<file path="src/rtl/temp_pkg.sv">
// rtl/temp_pkg.sv - shared types, range defaults and classification helper
package temp_pkg;

  typedef logic signed [10:0] temp_t;

  localparam int TEMP_BAJO_DEF = 180;
  localparam int TEMP_ALTO_DEF = 259;

  typedef enum logic [1:0] {INACTIVO, ESPERA, SOLICITUD, ACTUALIZA} muestreo_estado_t;
  typedef enum logic [1:0] {DENTRO, BAJO_R, ALTO_R} lado_t;

  // Signed compare: negative readings always land below the window.
  function automatic lado_t clasificar(input temp_t t, input temp_t bajo, input temp_t alto);
    if (t < bajo)      return BAJO_R;
    else if (t > alto) return ALTO_R;
    else               return DENTRO;
  endfunction

endpackage

</file>
<file path="src/rtl/contador_persistencia.sv">
// rtl/contador_persistencia.sv - classifies each registered sample and tracks the
// consecutive out-of-range run (side-aware, saturating) that drives persistencia.
module contador_persistencia
  import temp_pkg::*;
#(
  parameter int N_PERSIST = 4,
  parameter int TEMP_BAJO = TEMP_BAJO_DEF,
  parameter int TEMP_ALTO = TEMP_ALTO_DEF
) (
  input  logic        clk,
  input  logic        rst_n,
  input  logic        i_limpiar,
  input  logic        i_evaluar,
  input  logic [10:0] i_temp,
  output logic [3:0]  o_cuenta,
  output logic        o_persistencia
);

  lado_t       r_lado;
  logic [3:0]  r_cuenta;
  logic        r_pers;
  lado_t       w_lado;
  logic [3:0]  w_cuenta;

  always_comb begin
    w_lado   = clasificar(temp_t'(i_temp), temp_t'(TEMP_BAJO), temp_t'(TEMP_ALTO));
    w_cuenta = r_cuenta;
    if (w_lado == DENTRO)
      w_cuenta = 4'd0;
    else if (r_lado != DENTRO && r_lado != w_lado)
      w_cuenta = 4'd1;
    else if (r_cuenta != 4'hF)
      w_cuenta = r_cuenta + 4'd1;
  end

  always_ff @(posedge clk) begin
    if (!rst_n || i_limpiar) begin
      r_lado   <= DENTRO;
      r_cuenta <= 4'd0;
      r_pers   <= 1'b0;
    end else if (i_evaluar) begin
      r_lado   <= w_lado;
      r_cuenta <= w_cuenta;
      r_pers   <= (w_cuenta >= 4'(N_PERSIST));
    end
  end

  assign o_cuenta       = r_cuenta;
  assign o_persistencia = r_pers;

endmodule

</file>
<file path="src/rtl/control_muestreo.sv">
// rtl/control_muestreo.sv - sensor sampling scheduler: tick pacing, req/ack with timeout,
// registered temperature; MUESTREO_PROMEDIO_EN selects two-sample averaging of readings.
module control_muestreo
  import temp_pkg::*;
#(
  parameter int DIV_MUESTREO = 1000,
  parameter int TIMEOUT_ACK  = 16,
  parameter int N_PERSIST    = 4,
  parameter int TEMP_BAJO    = TEMP_BAJO_DEF,
  parameter int TEMP_ALTO    = TEMP_ALTO_DEF
) (
  input  logic        clk,
  input  logic        rst_n,
  input  logic        habilitar,
  output logic        sensor_req,
  input  logic        sensor_ack,
  input  logic [10:0] sensor_dato,
  output logic [10:0] temp_registrado,
  output logic        muestra_valida,
  output logic        persistencia,
  output logic        error_sensor,
  output logic [3:0]  cuenta_fuera
);

  localparam int TICK_W = $clog2(DIV_MUESTREO);
  localparam int TO_W   = $clog2(TIMEOUT_ACK) + 1;
  localparam logic [TICK_W-1:0] TICK_FIN = TICK_W'(DIV_MUESTREO - 1);
  localparam logic [TO_W-1:0]   TO_FIN   = TO_W'(TIMEOUT_ACK - 1);

  muestreo_estado_t  r_estado, w_siguiente;
  logic [TICK_W-1:0] r_tick;
  logic [TO_W-1:0]   r_to;
  logic              r_req, r_valida, r_error;
  temp_t             r_temp, w_nuevo;
  logic              w_aceptar, w_timeout, w_evaluar, w_limpiar;

  always_ff @(posedge clk) begin
    if (!rst_n) r_estado <= INACTIVO;
    else        r_estado <= w_siguiente;
  end

  always_comb begin
    w_siguiente = r_estado;
    w_aceptar   = 1'b0;
    w_timeout   = 1'b0;
    w_evaluar   = 1'b0;
    if (!habilitar) begin
      w_siguiente = INACTIVO;
    end else begin
      case (r_estado)
        INACTIVO:  w_siguiente = ESPERA;
        ESPERA:    if (r_tick == TICK_FIN) w_siguiente = SOLICITUD;
        SOLICITUD: begin
          if (sensor_ack) begin
            w_aceptar   = 1'b1;
            w_siguiente = ACTUALIZA;
          end else if (r_to == TO_FIN) begin
            w_timeout   = 1'b1;
            w_siguiente = ESPERA;
          end
        end
        ACTUALIZA: begin
          w_evaluar   = 1'b1;
          w_siguiente = ESPERA;
        end
        default:   w_siguiente = INACTIVO;
      endcase
    end
  end

  assign w_limpiar = (w_siguiente == INACTIVO);

`ifdef MUESTREO_PROMEDIO_EN
  logic              r_primera;
  logic signed [11:0] w_suma;

  // Bits [11:1] of the 12-bit sum are exactly the arithmetic shift right by one.
  assign w_suma  = {r_temp[10], r_temp} + {sensor_dato[10], sensor_dato};
  assign w_nuevo = r_primera ? temp_t'(sensor_dato) : temp_t'(w_suma[11:1]);

  always_ff @(posedge clk) begin
    if (!rst_n || w_limpiar) r_primera <= 1'b1;
    else if (w_aceptar)      r_primera <= 1'b0;
  end
`else
  assign w_nuevo = temp_t'(sensor_dato);
`endif

  always_ff @(posedge clk) begin
    if (!rst_n) begin
      r_tick   <= '0;
      r_to     <= '0;
      r_req    <= 1'b0;
      r_valida <= 1'b0;
      r_error  <= 1'b0;
      r_temp   <= '0;
    end else begin
      r_req    <= (w_siguiente == SOLICITUD);
      r_valida <= w_evaluar;
      r_tick   <= (r_estado == ESPERA && w_siguiente == ESPERA) ? r_tick + TICK_W'(1) : '0;
      r_to     <= (r_estado == SOLICITUD && w_siguiente == SOLICITUD) ? r_to + TO_W'(1) : '0;
      if (w_aceptar)
        r_temp <= w_nuevo;
      if (w_timeout)
        r_error <= 1'b1;
      else if (w_evaluar)
        r_error <= 1'b0;
    end
  end

  contador_persistencia #(
    .N_PERSIST (N_PERSIST),
    .TEMP_BAJO (TEMP_BAJO),
    .TEMP_ALTO (TEMP_ALTO)
  ) u_persistencia (
    .clk            (clk),
    .rst_n          (rst_n),
    .i_limpiar      (w_limpiar),
    .i_evaluar      (w_evaluar),
    .i_temp         (r_temp),
    .o_cuenta       (cuenta_fuera),
    .o_persistencia (persistencia)
  );

  assign sensor_req      = r_req;
  assign temp_registrado = r_temp;
  assign muestra_valida  = r_valida;
  assign error_sensor    = r_error;

endmodule

</file>
<file path="config.mk">
export PLATFORM = sky130hd
export DESIGN_NAME = control_muestreo
export DESIGN_NICKNAME = d
export VERILOG_FILES = /design/src/rtl/temp_pkg.sv /design/src/rtl/contador_persistencia.sv /design/src/rtl/control_muestreo.sv
export SDC_FILE = /design/constraint.sdc
export NUM_CORES = 1
export LEC_CHECK = 0
export CAP_MARGIN = 20
export CELL_PAD_IN_SITES_DETAIL_PLACEMENT = 0
export CELL_PAD_IN_SITES_GLOBAL_PLACEMENT = 1
export CORE_MARGIN = 2
export CORE_UTILIZATION = 42
export DETAILED_ROUTE_END_ITERATION = 6
export HOLD_SLACK_MARGIN = 0.08
export PLACE_DENSITY = 0.81
export SYNTH_ARGS = -nofsm -noshare
export SYNTH_HDL_FRONTEND = slang
export SYNTH_HIERARCHICAL = 1
export SYNTH_SLANG_ARGS = --single-unit
</file>
<file path="constraint.sdc">
create_clock -name clk -period 4.8 [get_ports clk]
set_input_delay 0.96 -clock clk [delete_from_list [all_inputs] [get_ports clk]]
set_output_delay 0.96 -clock clk [all_outputs]
set_load 0.03 [all_outputs]
</file>
==> results.md, run 1 <==
- Run status: completed
- Sequential power share: 0.455
- Mux contribution to synthesized area: 0.01590
- Hold worst-path end: u_persistencia/o_persistencia
- Layout cells sized above 1: 0.1059
- Antenna violations before repair: 0
- Clk buf depth: 2
- Worst path required time: 5.03 ns
- Setup TNS: 0 ns
- Library cells used by synthesis: 48
- Vias per cell: 5.372
- Flop and latch count out of synthesis: 38
- Remaining global-route overflow: 0
- Post-CTS Resized: 0
- Final ANT Viol Nets: 0
- Number of synthesized flops with an enable pin: 0
- Tmin final: 2.803 ns
- Worst setup SP type: input pin
- NetSw: 0.1413 mW
- Port buffer count: 33
- Worst hold path class: reg2reg
- CTS Root Cell: clkbuf_8
- Compound-cell area share of the yosys netlist: 0.1809
- Worst flop-to-flop path endpoint: u_persistencia/o_cuenta[0]
- Syn. warnings: 6
- Io pins: 34
- Slew @ Worst Pin: 0.6399 ns
- H-tree levels: 2
- R2r setup slk: 2.33 ns
- Die Ht: 71.05 µm
- Crit share post-route: 0.5840
- Post-Syn Nets: 224
- Avg Inst Size Synth: 9.393 µm²
- Die width: 71.05 µm
- Ant diodes: 0
- Clock Pin Slew Worst Setup and Hold Paths: 0.08 ns
- Core area: 4354 µm²
- Int Pwr: 0.5608 mW
- Die area: 5047 µm²
- Top FF cell, synth: dfxtp_1
- Largest net degree at the start of global routing: 22
- First-pass GRT wire length: 6.679 mm
- CP Capture Type: register
- CTS buffer count: 5
- Clock share of power: 0.481
- P&R area growth vs syn: 26.97%
- Initial Util: 0.4336
- Main combinational cell family by area after synthesis: simple AND/OR/NAND/NOR gates
- Post-Synth Simple-Gate Area: 0.2777
- Relative slew slack: 0.5720
- Clk sinks: 38
- All-Layer GR Usage: 0.1676
- CTS Hold Bufs: 0
- Comb pwr share: 0.064
- Critical setup path kind: in2reg
- Worst EP arrival: 3.03 ns
- # Max-Cap Violations: 0
- GPL Wtd Cong: 0.7554
- Hold path cells: 2
- Mapped Cells: 201
- # DRC: 0
- Hold path start: u_persistencia/o_persistencia
- Post-synth ARST share: 0
- DP HPWL: 2.782 mm
- Reg2Reg Depth: 10
- Most frequent cells in the layout: dfxtp_1 (38), nand2_1 (34), clkdlybuf4s50_1 (33)
- Total power after layout: 0.7021 mW
- Max Slew Vio Count: 0
- Final setup fails: 0
- Adder-Cell Fraction of Synth Area: 0.05302
- FMAX: 356.7 MHz
- Sw Ratio: 0.2013
- Crit-path max FO: 8
- Iter 0 DRT Violations: 83
- RSZ-0062 raised after global routing: no
- Wirelength per Cell: 13.43 µm
- Row Count: 24
- Detailed Routing Iterations Pass 1: 4
- Cell Pwr Density: 292.9 nW/µm²
- Drt total wl: 3.867 mm
- Seq/Total Area, Yosys: 0.4029
- Worst reg2reg path startpoint: r_to[0]
- Fillers: 411
- Vias: 1547
- Synth Area in XOR/XNOR: 0.04639
- Worst vdd ir: 0.1934 mV
- Leakage: 0.8131 nW
- Most common cell after layout, fill and taps aside: dfxtp_1
- Fin nets: 258
- Final hold viol count: 0
- Fin Clk Skew: 0.005279 ns
- Worst skew pair latency: 0.30 ns
- Synthesized area: 1888 µm²
- CTS tree: built
- Post-CTS Setup Bufs: 0
- Number of global-route vias before repair: 1468
==> state kept, by name (all words and copies together) (netlist names) <==
name and flops:
temp_registrado 11, u_persistencia/o_cuenta 4, u_persistencia/r_lado 2, r_estado 2, muestra_valida 1, sensor_req 1, r_tick 10, r_to 5
error_sensor 1, u_persistencia/o_persistencia 1
==> cell type report <==
type                            instances  area, µm²  share of cell area
Inverter                                4      15.01            0.006263
Clock inverter                          2      60.06             0.02505
Tap cell                               52      65.06             0.02714
Sequential cell                        38      760.7              0.3173
Multi-Input combinational cell        153       1084              0.4520
Clock buffer                            6      82.58             0.03445
Timing Repair Buffer                   33      330.3              0.1378
==> cell usage after synthesis (all sizes together) (4+ instances only) <==
| master | n | area [µm²] |
|---|---|---|
| a21boi | 13 | 101.4 |
| and3 | 5 | 31.28 |
| dfxtp | 38 | 760.7 |
| ha | 8 | 100.1 |
| inv | 4 | 15.01 |
| nand2 | 34 | 127.6 |
| nand2b | 5 | 31.28 |
| nand3 | 6 | 30.03 |
| nor2 | 5 | 18.77 |
| nor3 | 15 | 75.07 |
| nor4b | 4 | 60.06 |
| o31ai | 4 | 40.03 |
| xnor2 | 5 | 43.79 |
| xor2 | 5 | 43.79 |
==> through the flow <==
step,hold WS [ns],cells,setup WS [ns],util,cell area [µm²]
2_1_floorplan,0.4308,201,2.522,-,1888
3_3_place_gp,0.4470,280,1.735,0.5178,2255
3_5_place_dp,0.4528,280,1.666,0.5178,2255
4_1_cts,0.4696,288,1.977,0.5506,2397
5_1_grt,0.5002,288,1.789,0.5506,2397
6_report,0.4677,288,1.997,0.5506,2397
==> worst max-delay path by stage <==
stage / endpoint / start / slack, ns / cells after the start
after floorplan: u_persistencia/o_cuenta[0] / sensor_ack / 2.52 / 8
after global placement: u_persistencia/o_cuenta[0] / habilitar / 1.73 / 8
after detailed placement: u_persistencia/o_cuenta[0] / habilitar / 1.67 / 8
after CTS: u_persistencia/o_cuenta[0] / habilitar / 1.98 / 8
after global routing: u_persistencia/o_persistencia / habilitar / 1.79 / 9
final: u_persistencia/o_cuenta[0] / habilitar / 2.00 / 8
==> per-layer routing <==
layer	share of wire	routed length, µm	track usage	vias to the layer above
met3	0.051	196	0.04274	6
met2	0.48	1850	0.2752	29
li1	-	-	-	790
met1	0.45	1759	0.2042	722
met5	0	0	0	-
met4	0.016	61	0.08176	0
==> critical path, cell delays in order <==
cell and delay, ns:
clkdlybuf4s50_1 0.59, o311ai_1 0.14, nand2_1 0.16, a21boi_2 0.38, nor2_1 0.10, nand2b_1 0.25
a211o_1 0.33, o21ai_1 0.12
==> power by group through the flow <==
| stage | logic, mW | registers, mW | clock network [mW] |
|---|---|---|---|
| floorplan | 0.0240 | 0.328 | 0 |
| detailed placement | 0.0454 | 0.327 | 0 |
| global route | 0.0496 | 0.320 | 0.355 |
| global placement | 0.0449 | 0.327 | 0 |
| CTS | 0.0457 | 0.319 | 0.346 |
| finish | 0.0449 | 0.319 | 0.338 |
==> kinds of logic after synthesis <==
logic type      after synthesis
simple gates                 92
compound gates               40
flops                        38
xor+xnor                     10
buf+inv                      10
fa+ha+maj                     8
mux                           3
No activity file was read; power rests on OpenSTA's default activity.
==> run 2, diff against run 1 <==
--- a/config.mk
+++ b/config.mk
@@ -9,10 +9,10 @@
 export CELL_PAD_IN_SITES_DETAIL_PLACEMENT = 0
 export CELL_PAD_IN_SITES_GLOBAL_PLACEMENT = 1
 export CORE_MARGIN = 2
-export CORE_UTILIZATION = 42
+export CORE_UTILIZATION = 35
 export DETAILED_ROUTE_END_ITERATION = 6
 export HOLD_SLACK_MARGIN = 0.08
-export PLACE_DENSITY = 0.81
+export PLACE_DENSITY = 0.72
 export SYNTH_ARGS = -nofsm -noshare
 export SYNTH_HDL_FRONTEND = slang
 export SYNTH_HIERARCHICAL = 1
==> constraint.sdc (replaced) <==
create_clock -name clk -period 2.42 [get_ports clk]
set_input_delay 0.484 -clock clk [delete_from_list [all_inputs] [get_ports clk]]
set_output_delay 0.484 -clock clk [all_outputs]
set_load 0.03 [all_outputs]
==> results.md, run 2 (synthesis results as in run 1) <==
- Run status: completed
- Slowest-stage cell, CP: dfxtp_1
- Cell Pwr Density: 488.7 nW/µm² (+67%)
- Die area: 5998 µm² (+19%)
- Port buffer count: 33 (unchanged)
- Detailed Routing Iterations Pass 1: 4 (unchanged)
- Vias per cell: 4.871 (-9.3%)
- # DRC: 0 (unchanged)
- Most frequent CP cell: ha_1
- Core area: 5172 µm² (+19%)
- Antenna violations before repair: 0 (unchanged)
- Worst vdd ir: 0.3389 mV (+75%)
- Fin Clk Skew: 0.003847 ns (-0.001432 ns)
- Clock Pin Slew Worst Setup and Hold Paths: 0.07 ns (about the same)
- Critical setup path kind: reg2reg
- CTS tree: built
- Hold path cells: 1 (-1)
- Fillers: 506 (+23%)
- Largest register FFs: 11 (unchanged)
- Number of global-route vias before repair: 1489 (+1.4%)
- Final ANT Viol Nets: 0 (unchanged)
- Io pins: 34 (unchanged)
- CTS Root Cell: clkbuf_8
- CTS buffer count: 5 (unchanged)
- Row Count: 26 (+8.3%)
- Crit share post-route: 0.8965
- Initial Util: 0.3650 (-0.06860)
- Slew @ Worst Pin: 0.5983 ns (-0.04165 ns)
- Reg2Reg Depth: 11 (+1)
- Drt total wl: 3.940 mm (+1.9%)
- Top Family by Delay on Critical Path: compound AO/OA/AOI/OAI gates
- First-pass GRT wire length: 6.962 mm (+4.2%)
- Setup ws final: 0.2504 ns (-1.746 ns)
- Max Slew Vio Count: 0 (unchanged)
- Post-CTS Setup Bufs: 0 (unchanged)
- H-tree levels: 2 (unchanged)
- CTS Hold Bufs: 0 (unchanged)
- Worst skew pair latency: 0.28 ns (-0.02 ns)
- # Max-Cap Violations: 0 (unchanged)
- Most frequent cells in the layout: dfxtp_1 (38), nand2_1 (34), clkdlybuf4s50_1 (33)
- Clk buf depth: 2 (unchanged)
- DP HPWL: 2.863 mm (+2.9%)
- Wirelength per Cell: 12.67 µm (-5.6%)
- Worst hold path class: reg2reg
- Layout cells sized above 1: 0.1286 (+0.02270)
- Crit-path max FO: 3 (-5)
- Leakage: 0.8162 nW (+0.38%)
- CP Capture Type: register
- GPL Wtd Cong: 0.7556 (about the same)
- Die Ht: 77.45 µm (+9.0%)
- Remaining global-route overflow: 0 (unchanged)
- Placement Setup Slack: 0.1357 ns (-1.530 ns)
- Critical Path Max Stage Delay: 0.33 ns (-0.26 ns)
- P&R area growth vs syn: 27.70%
- Fin nets: 263 (+1.9%)
- Worst setup SP type: register
- Design area: 2411 µm² (+0.57%)
- Largest net degree at the start of global routing: 18 (-18%)
- Die width: 77.45 µm (+9.0%)
- Placed Area: 2315 µm² (+2.7%)
- Crit-path cells: ha_1 -> and3_1 -> ha_1 -> o311ai_1 -> nand2_1 -> a21boi_2 -> nor2_2 -> nand3b_1 -> mux2i_1 -> a221oi_1 -> o21ai_1
- FMAX: 460.9 MHz
- Iter 0 DRT Violations: 63 (-24%)
- Final hold viol count: 0 (unchanged)
- Worst Path Buf+Inv: 0 (-1)
- WP depth: 11 (+3)
- Relative slew slack: 0.5987 (+0.02670)
- Final setup fails: 0 (unchanged)
- RSZ-0062 raised after global routing: no
- Setup TNS: 0 ns (unchanged)
- Worst EP arrival: 2.35 ns (-0.68 ns)
- Most common cell after layout, fill and taps aside: dfxtp_1
- Worst path required time: 2.60 ns (-2.43 ns)
- Vias: 1515 (-2.1%)
- All-Layer GR Usage: 0.1412 (-0.02639)
- Ant diodes: 0 (unchanged)
- Tmin final: 2.170 ns
- Clk sinks: 38 (unchanged)
[run 2: changes by cell type in the layout (fill, tap and decap cells not counted)]
cell and change:
buf_4 +5, nor2_2 +1, clkinv_2 +1, nand2b_1 -1, clkbuf_1 +1, bufinv_16 -2, nor2_1 -1, nand2b_2 +1
[run 2: final cells by class]
class | count | area [µm²] | share of cell area
Timing Repair Buffer | 38 | 367.9 | 0.1526
Sequential cell | 38 | 760.7 | 0.3155
Inverter | 4 | 15.01 | 0.006227
Clock buffer | 7 | 86.33 | 0.03581
Multi-Input combinational cell | 153 | 1089 | 0.4515
Clock inverter | 1 | 5.005 | 0.002076
Tap cell | 70 | 87.58 | 0.03633
[run 2: power by group]
part / internal [mW] / switching [mW]
Clock: 0.230 / 0.215
Combinational: 0.0514 / 0.0481
Sequential: 0.629 / 0.00516
Total: 0.910 / 0.268
[run 2: worst paths after layout]
check            start                         end  slack [ns]
max            r_to[0]  u_persistencia/o_cuenta[0]        0.25
min          r_tick[0]                   r_tick[0]        0.46
max reg2reg    r_to[0]  u_persistencia/o_cuenta[0]        0.25
min reg2reg  r_tick[0]                   r_tick[0]        0.46
[run 2: routing by layer]
layer  share of wire  GRT usage  wire [µm]  up-vias
met4           0.015    0.05357         58        0
met5               0          0          0        -
li1                -          -          -      802
met1            0.49     0.1811       1911      684
met3           0.040    0.03605        156        6
met2            0.46     0.2278       1814       23
[run 2: through the flow]
| stage | utilization | cells | total power, mW | hold WS (ns) |
|---|---|---|---|---|
| 2_1_floorplan | - | 201 | 0.6979 | 0.4308 |
| 3_3_place_gp | 0.4475 | 303 | 0.7468 | 0.4507 |
| 5_1_grt | 0.4661 | 311 | 1.234 | 0.4910 |
| 6_report | 0.4661 | 311 | 1.178 | 0.4573 |
| 4_1_cts | 0.4652 | 311 | 1.200 | 0.4630 |
| 3_5_place_dp | 0.4475 | 303 | 0.7463 | 0.4520 |
[run 2: repair_timing]
action                                  in CTS  in global routing
endpoints found under the setup margin       0                  3
resized for setup                            0                  2
hold endpoints to repair                     0                  0
